===== src/rtl/fetch_unit.sv =====
// fetch_unit: owns the PC, issues one-at-a-time imem requests, buffers {pc, word} for predictor/decode.
// Latency: request -> response >= 1 cycle, pushed word is visible at the head the cycle after the response.
// Backpressure: no request while the buffer is full; fetch_ready stalls the head. FETCH_PERF_CTR_EN adds perf counters.

`ifndef ADDRESS_SIZE
`define ADDRESS_SIZE 64
`endif
`ifndef INSTRUCTION_SIZE
`define INSTRUCTION_SIZE 32
`endif

// fifo: generic circular buffer with synchronous flush; head is combinational.
// Latency: push visible on the next cycle. Backpressure: caller must not push when full.
// Pop and push in the same cycle keep the count unchanged.
module fifo #(
  parameter int WIDTH = 96,
  parameter int DEPTH = 2
) (
  input  logic                     clk,
  input  logic                     reset,
  input  logic                     flush,
  input  logic                     push,
  input  logic [WIDTH-1:0]         push_data,
  input  logic                     pop,
  output logic [WIDTH-1:0]         pop_data,
  output logic [$clog2(DEPTH):0]   count
);
  localparam int PW = $clog2(DEPTH);

  logic [WIDTH-1:0] mem [DEPTH];
  logic [PW-1:0]    rd_ptr;
  logic [PW-1:0]    wr_ptr;

  // Storage needs no reset: the consumer gates the head with its own valid.
  always_ff @(posedge clk) begin
    if (push && !flush) begin
      mem[wr_ptr] <= push_data;
    end
  end

  always_ff @(posedge clk or posedge reset) begin
    if (reset) begin
      rd_ptr <= '0;
      wr_ptr <= '0;
      count  <= '0;
    end else if (flush) begin
      rd_ptr <= '0;
      wr_ptr <= '0;
      count  <= '0;
    end else begin
      if (push) begin
        wr_ptr <= wr_ptr + 1'b1;
      end
      if (pop) begin
        rd_ptr <= rd_ptr + 1'b1;
      end
      if (push && !pop) begin
        count <= count + 1'b1;
      end else if (pop && !push) begin
        count <= count - 1'b1;
      end
    end
  end

  assign pop_data = mem[rd_ptr];
endmodule

module fetch_unit #(
  parameter logic [`ADDRESS_SIZE-1:0] RESET_PC   = '0,
  parameter int                       FIFO_DEPTH = 2
) (
  input  logic                         clk,
  input  logic                         reset,
  output logic                         imem_req_valid,
  input  logic                         imem_req_ready,
  output logic [`ADDRESS_SIZE-1:0]     imem_req_addr,
  input  logic                         imem_resp_valid,
  input  logic [`INSTRUCTION_SIZE-1:0] imem_resp_data,
  output logic                         fetch_valid,
  input  logic                         fetch_ready,
  output logic [`ADDRESS_SIZE-1:0]     fetch_pc,
  output logic [`INSTRUCTION_SIZE-1:0] fetch_instruction,
  input  logic                         pred_overwrite_pc,
  input  logic [`ADDRESS_SIZE-1:0]     pred_next_pc,
  input  logic                         redirect_valid,
  input  logic [`ADDRESS_SIZE-1:0]     redirect_pc
`ifdef FETCH_PERF_CTR_EN
  ,
  output logic [31:0]                  perf_fetched,
  output logic [31:0]                  perf_redirects
`endif
);
  localparam int AW = `ADDRESS_SIZE;
  localparam int IW = `INSTRUCTION_SIZE;
  localparam int CW = $clog2(FIFO_DEPTH) + 1;
  localparam logic [CW-1:0] DEPTH_C    = CW'(FIFO_DEPTH);
  localparam logic [AW-1:0] ALIGN_MASK = {{(AW-2){1'b1}}, 2'b00};

  typedef struct packed {
    logic [AW-1:0] pc;
    logic [IW-1:0] instruction;
  } fetch_entry_t;

  typedef enum logic [1:0] {
    S_IDLE,
    S_WAIT,
    S_DROP
  } state_t;

  state_t        state;
  state_t        state_nxt;
  logic [AW-1:0] pc_reg;
  logic [AW-1:0] req_pc;
  fetch_entry_t  head;
  fetch_entry_t  push_entry;
  logic [CW-1:0] count;
  logic          pop;
  logic          pred_redirect;
  logic          any_redirect;
  logic          issue;
  logic          push;

  // Execute redirect wins over both the pop and any predictor redirect.
  assign fetch_valid   = (count != '0);
  assign pop           = fetch_valid && fetch_ready && !redirect_valid;
  assign pred_redirect = pop && pred_overwrite_pc;
  assign any_redirect  = redirect_valid || pred_redirect;
  assign issue         = imem_req_valid && imem_req_ready;

  assign imem_req_addr     = pc_reg;
  assign fetch_pc          = fetch_valid ? head.pc : '0;
  assign fetch_instruction = fetch_valid ? head.instruction : '0;
  assign push_entry        = '{pc: req_pc, instruction: imem_resp_data};

  always_ff @(posedge clk or posedge reset) begin
    if (reset) begin
      state <= S_IDLE;
    end else begin
      state <= state_nxt;
    end
  end

  always_comb begin
    state_nxt      = state;
    imem_req_valid = 1'b0;
    push           = 1'b0;
    case (state)
      S_IDLE: begin
        imem_req_valid = !reset && (count < DEPTH_C) && !any_redirect;
        if (imem_req_valid && imem_req_ready) begin
          state_nxt = S_WAIT;
        end
      end
      S_WAIT: begin
        // A response landing with a redirect belongs to the old path.
        if (imem_resp_valid) begin
          push      = !any_redirect;
          state_nxt = S_IDLE;
        end else if (any_redirect) begin
          state_nxt = S_DROP;
        end
      end
      S_DROP: begin
        if (imem_resp_valid) begin
          state_nxt = S_IDLE;
        end
      end
      default: state_nxt = S_IDLE;
    endcase
  end

  always_ff @(posedge clk or posedge reset) begin
    if (reset) begin
      pc_reg <= RESET_PC;
      req_pc <= '0;
    end else if (redirect_valid) begin
      pc_reg <= redirect_pc & ALIGN_MASK;
    end else if (pred_redirect) begin
      pc_reg <= pred_next_pc & ALIGN_MASK;
    end else if (issue) begin
      pc_reg <= pc_reg + AW'(4);
      req_pc <= pc_reg;
    end
  end

  fifo #(
    .WIDTH ($bits(fetch_entry_t)),
    .DEPTH (FIFO_DEPTH)
  ) u_fifo (
    .clk       (clk),
    .reset     (reset),
    .flush     (any_redirect),
    .push      (push),
    .push_data (push_entry),
    .pop       (pop),
    .pop_data  (head),
    .count     (count)
  );

`ifdef FETCH_PERF_CTR_EN
  always_ff @(posedge clk or posedge reset) begin
    if (reset) begin
      perf_fetched   <= '0;
      perf_redirects <= '0;
    end else begin
      if (pop && (perf_fetched != '1)) begin
        perf_fetched <= perf_fetched + 32'd1;
      end
      if (any_redirect && (perf_redirects != '1)) begin
        perf_redirects <= perf_redirects + 32'd1;
      end
    end
  end
`endif
endmodule


===== config.mk =====
export PLATFORM = sky130hd
export DESIGN_NAME = fetch_unit
export DESIGN_NICKNAME = d
export VERILOG_FILES = /design/src/rtl/fetch_unit.sv
export SDC_FILE = /design/constraint.sdc
export NUM_CORES = 1
export LEC_CHECK = 0
export CORE_UTILIZATION = 26
export DETAILED_ROUTE_END_ITERATION = 8
export PLACE_DENSITY = 0.46
export REMOVE_ABC_BUFFERS = 1
export SLEW_MARGIN = 15
export SYNTH_ARGS = -nofsm -noshare
export SYNTH_HDL_FRONTEND = slang
export SYNTH_HIERARCHICAL = 1
export SYNTH_SLANG_ARGS = --single-unit

===== constraint.sdc =====
create_clock -name clk -period 9.1 [get_ports clk]
set_clock_uncertainty 0.05 [all_clocks]
set_input_delay 2.73 -clock clk [delete_from_list [all_inputs] [get_ports clk]]
set_output_delay 2.73 -clock clk [all_outputs]
set_load 0.02 [all_outputs]

==> run metrics <==
Net Sw Frac 26.9%; Skew-Pair Late Insertion Delay 0.54 ns; post-layout util 35.8%; cts hold-fix bufs 0; largest net degree at the start of global routing 98; post-synth top area cell edfxtp_1; DR DRC count 0; fin crit period 7.04 ns; Area after DPL 19000 um2; vias per cell 4.74; Peak VDD IR 0.109 mV; clock slew at reported path FFs around 0.06 ns; fin nets 1786; Synth async-reset ratio slightly above 40%; Finished Layout Cells 2406; Initial DRC Count 714; # rows 87; Setup Fix Bufs, Post-CTS 0; CTS buffer count 40; Finish-stage setup viols 0; layout cell share with drive strength beyond 1 between 10% and 20%; Psw 0.00110 W; Placer Congestion 0.772; Worst setup EP type primary output; post-DP HPWL roughly 33000 um; Post-Syn Instances 1312; Fin. Hold Viols 0; max cap viols 0; Worst Setup Path Type in -> out; first-pass GRT wire length 76300 um; Initial DRT Pass Iterations 5; area share of the largest cell type after synthesis 38.5%; Synth Register Bits 322; global route overflow 0; Distinct cells, synth 66; vias in the first global route 11664; Avg Inst Size Synth 11.4 um2; Power, Total 0.00410 W; final antenna-violating net count 0; vias 11394; Ports 329; top post-synthesis cells by area edfxtp_1, dfrtp_1, nand2_1, mux2_2, and2_1; CTS resizes 0; clock root cell clkbuf_16; CP Max Fanout 3; Flop pwr share 45.1%; slew margin rel. 27.3%; sequential fraction of the synthesis area 60.2%; number of buffers on the longest clock path 3; CORE AREA 56700 um2; FILL cells 5677; placed cell count 2331; initial core utilization 26.4%; critical path data arrival time approximately 4.3 ns; period utilization 77.4%; footprint of the multi-input gates 5590 um2; pwr/cell area ~200 nW/um2; HP Class reg -> reg; Setup TNS Final 0 ns; global-route usage over all layers roughly 17%; Design Area, Final 20300 um2; FMAX 142 MHz; chip height 242 um; cell area after synthesis 15000 um2; EDFF count, synth about 190; Synth Flop Type edfxtp_1; Area Overhead vs Synth 35.5%; RSZ-0062 raised after global routing no; Die ar. 58600 um2; Syn. warnings 6; drt total wl 51600 um; CP startpoint kind input port; P_int 0.00299 W; input/output buffers around 320; Seq. cell area 9020 um2; Leak Pwr 7.56 nW; status complete, no violations; clock sinks ~320; CTS tree yes; Die X 242 um; CTS HTree Levels 2; Gate power share 15.5%; Clk pwr share about 39%; Final Max Slew Viols 0; Worst Tran Pin Value between 1 and 1.5 ns; CP required between 6 and 7 ns; antenna violations before repair 8; wire per inst 21.4 um
## cell families after synthesis
family	count (synthesis)	synth area share [%]
buffers and inverters	96	2.86
XOR/XNOR	34	1.99
multiplexers	102	8.37
other	1	0.0250
AO/OA/AOI/OAI	212	8.91
adder cells (fa/ha/maj)	2	0.167
AND/OR/NAND/NOR	543	17.5
flip-flops	322	60.2
## path summary, 6_finish.rpt
check | slack (ns) | cells past startpoint | from | to
setup reg to reg | 5.61 | 7 | imem_req_addr[2]$_DFFE_PP0P_ | imem_req_addr[54]$_DFFE_PP0P_
min in group asynchronous | 2.50 | 2 | reset | u_fifo/wr_ptr$_DFFE_PP0P_
hold reg to reg | 0.41 | 0 | req_pc[43]$_DFFE_PP0P_ | u_fifo/mem[1][75]$_DFFE_PP_
setup / recovery | 2.06 | 4 | reset | imem_req_valid
hold / removal | 0.41 | 0 | req_pc[43]$_DFFE_PP0P_ | u_fifo/mem[1][75]$_DFFE_PP_
max in group asynchronous | 4.88 | 3 | reset | req_pc[38]$_DFFE_PP0P_
## flip-flops by register name, indices dropped and copies added, names as in the netlist
| register | cells |
|---|---|
| u_fifo/mem | 192 |
| imem_req_addr | 62 |
| req_pc | 62 |
| state | 2 |
| u_fifo/count | 2 |
| u_fifo/rd_ptr | 1 |
| u_fifo/wr_ptr | 1 |
## layout by cell type (no fill, tap or decap), types with 5 or more instances in the layout
cell             count
a21oi_1             46
and2_1              96
xor2_1              18
mux2_2              67
dfrtp_1            129
o21ai_0             80
nand3_1             26
mux2_4              30
and4_1               5
nor4_1              11
nand4_1             19
or3_1               14
a22oi_1             14
mux2i_1              5
xnor2_1             16
o31ai_1              5
buf_4               20
and3_1              16
a31oi_1              5
clkdlybuf4s50_1    321
nand2_1            244
inv_1               11
nor2_1              63
clkbuf_1            10
edfxtp_1           192
clkbuf_16           41
conb_1               6
clkbuf_8             6
o211ai_1             8
clkinv_2             7
nor3_1              19
a211oi_1            15
a311oi_1             5
## power groups by stage
stage                     sequential, W  combinational (W)  clock (W)
after floorplan                 0.00188           0.000275          0
after global placement          0.00187           0.000641          0
after detailed placement        0.00188           0.000646          0
after CTS                       0.00185           0.000649    0.00166
after global routing            0.00187           0.000698    0.00171
final                           0.00185           0.000637    0.00161
## critical path, cell delays in order
cell	delay, ns
clkdlybuf4s50_1	0.51
nor2_1	0.23
and3_1	0.19
clkdlybuf4s50_1	0.60
## synth_stat cells (12+ instances only)
| cell | n |
|---|---|
| a211oi_1 | 15 |
| a21oi_1 | 46 |
| a22oi_1 | 14 |
| and2_1 | 96 |
| and3_1 | 16 |
| clkbuf_1 | 57 |
| dfrtp_1 | 130 |
| edfxtp_1 | 192 |
| inv_1 | 12 |
| mux2_2 | 67 |
| mux2_4 | 30 |
| nand2_1 | 246 |
| nand3_1 | 26 |
| nand4_1 | 19 |
| nor2_1 | 65 |
| nor3_1 | 19 |
| o21ai_0 | 80 |
| or3_1 | 14 |
| xnor2_1 | 16 |
| xor2_1 | 18 |
## final cells by class
cell class,count,area share (%)
Sequential cell,322,44.4
Multi-Input combinational cell,899,27.5
Clock inverter,15,0.856
Antenna cell,3,0.0370
Inverter,12,0.246
Clock buffer,57,5.64
Tap cell,756,4.66
Timing Repair Buffer,342,16.6
## through the flow
step / setup slack (ns) / hold WS [ns]
5_1_grt: 1.98 / 0.417
3_3_place_gp: 2.08 / 0.398
4_1_cts: 2.05 / 0.416
3_5_place_dp: 2.07 / 0.404
2_1_floorplan: -2.06 / 0.392
6_report: 2.06 / 0.414
## metal layers
layer,part of all wire (%),track usage [%]
met5,0.13,0
met2,47,28.3
met4,1.9,4.32
met1,45,23.0
met3,6.2,4.44
Note: power is estimated with default switching activity, not from simulation.
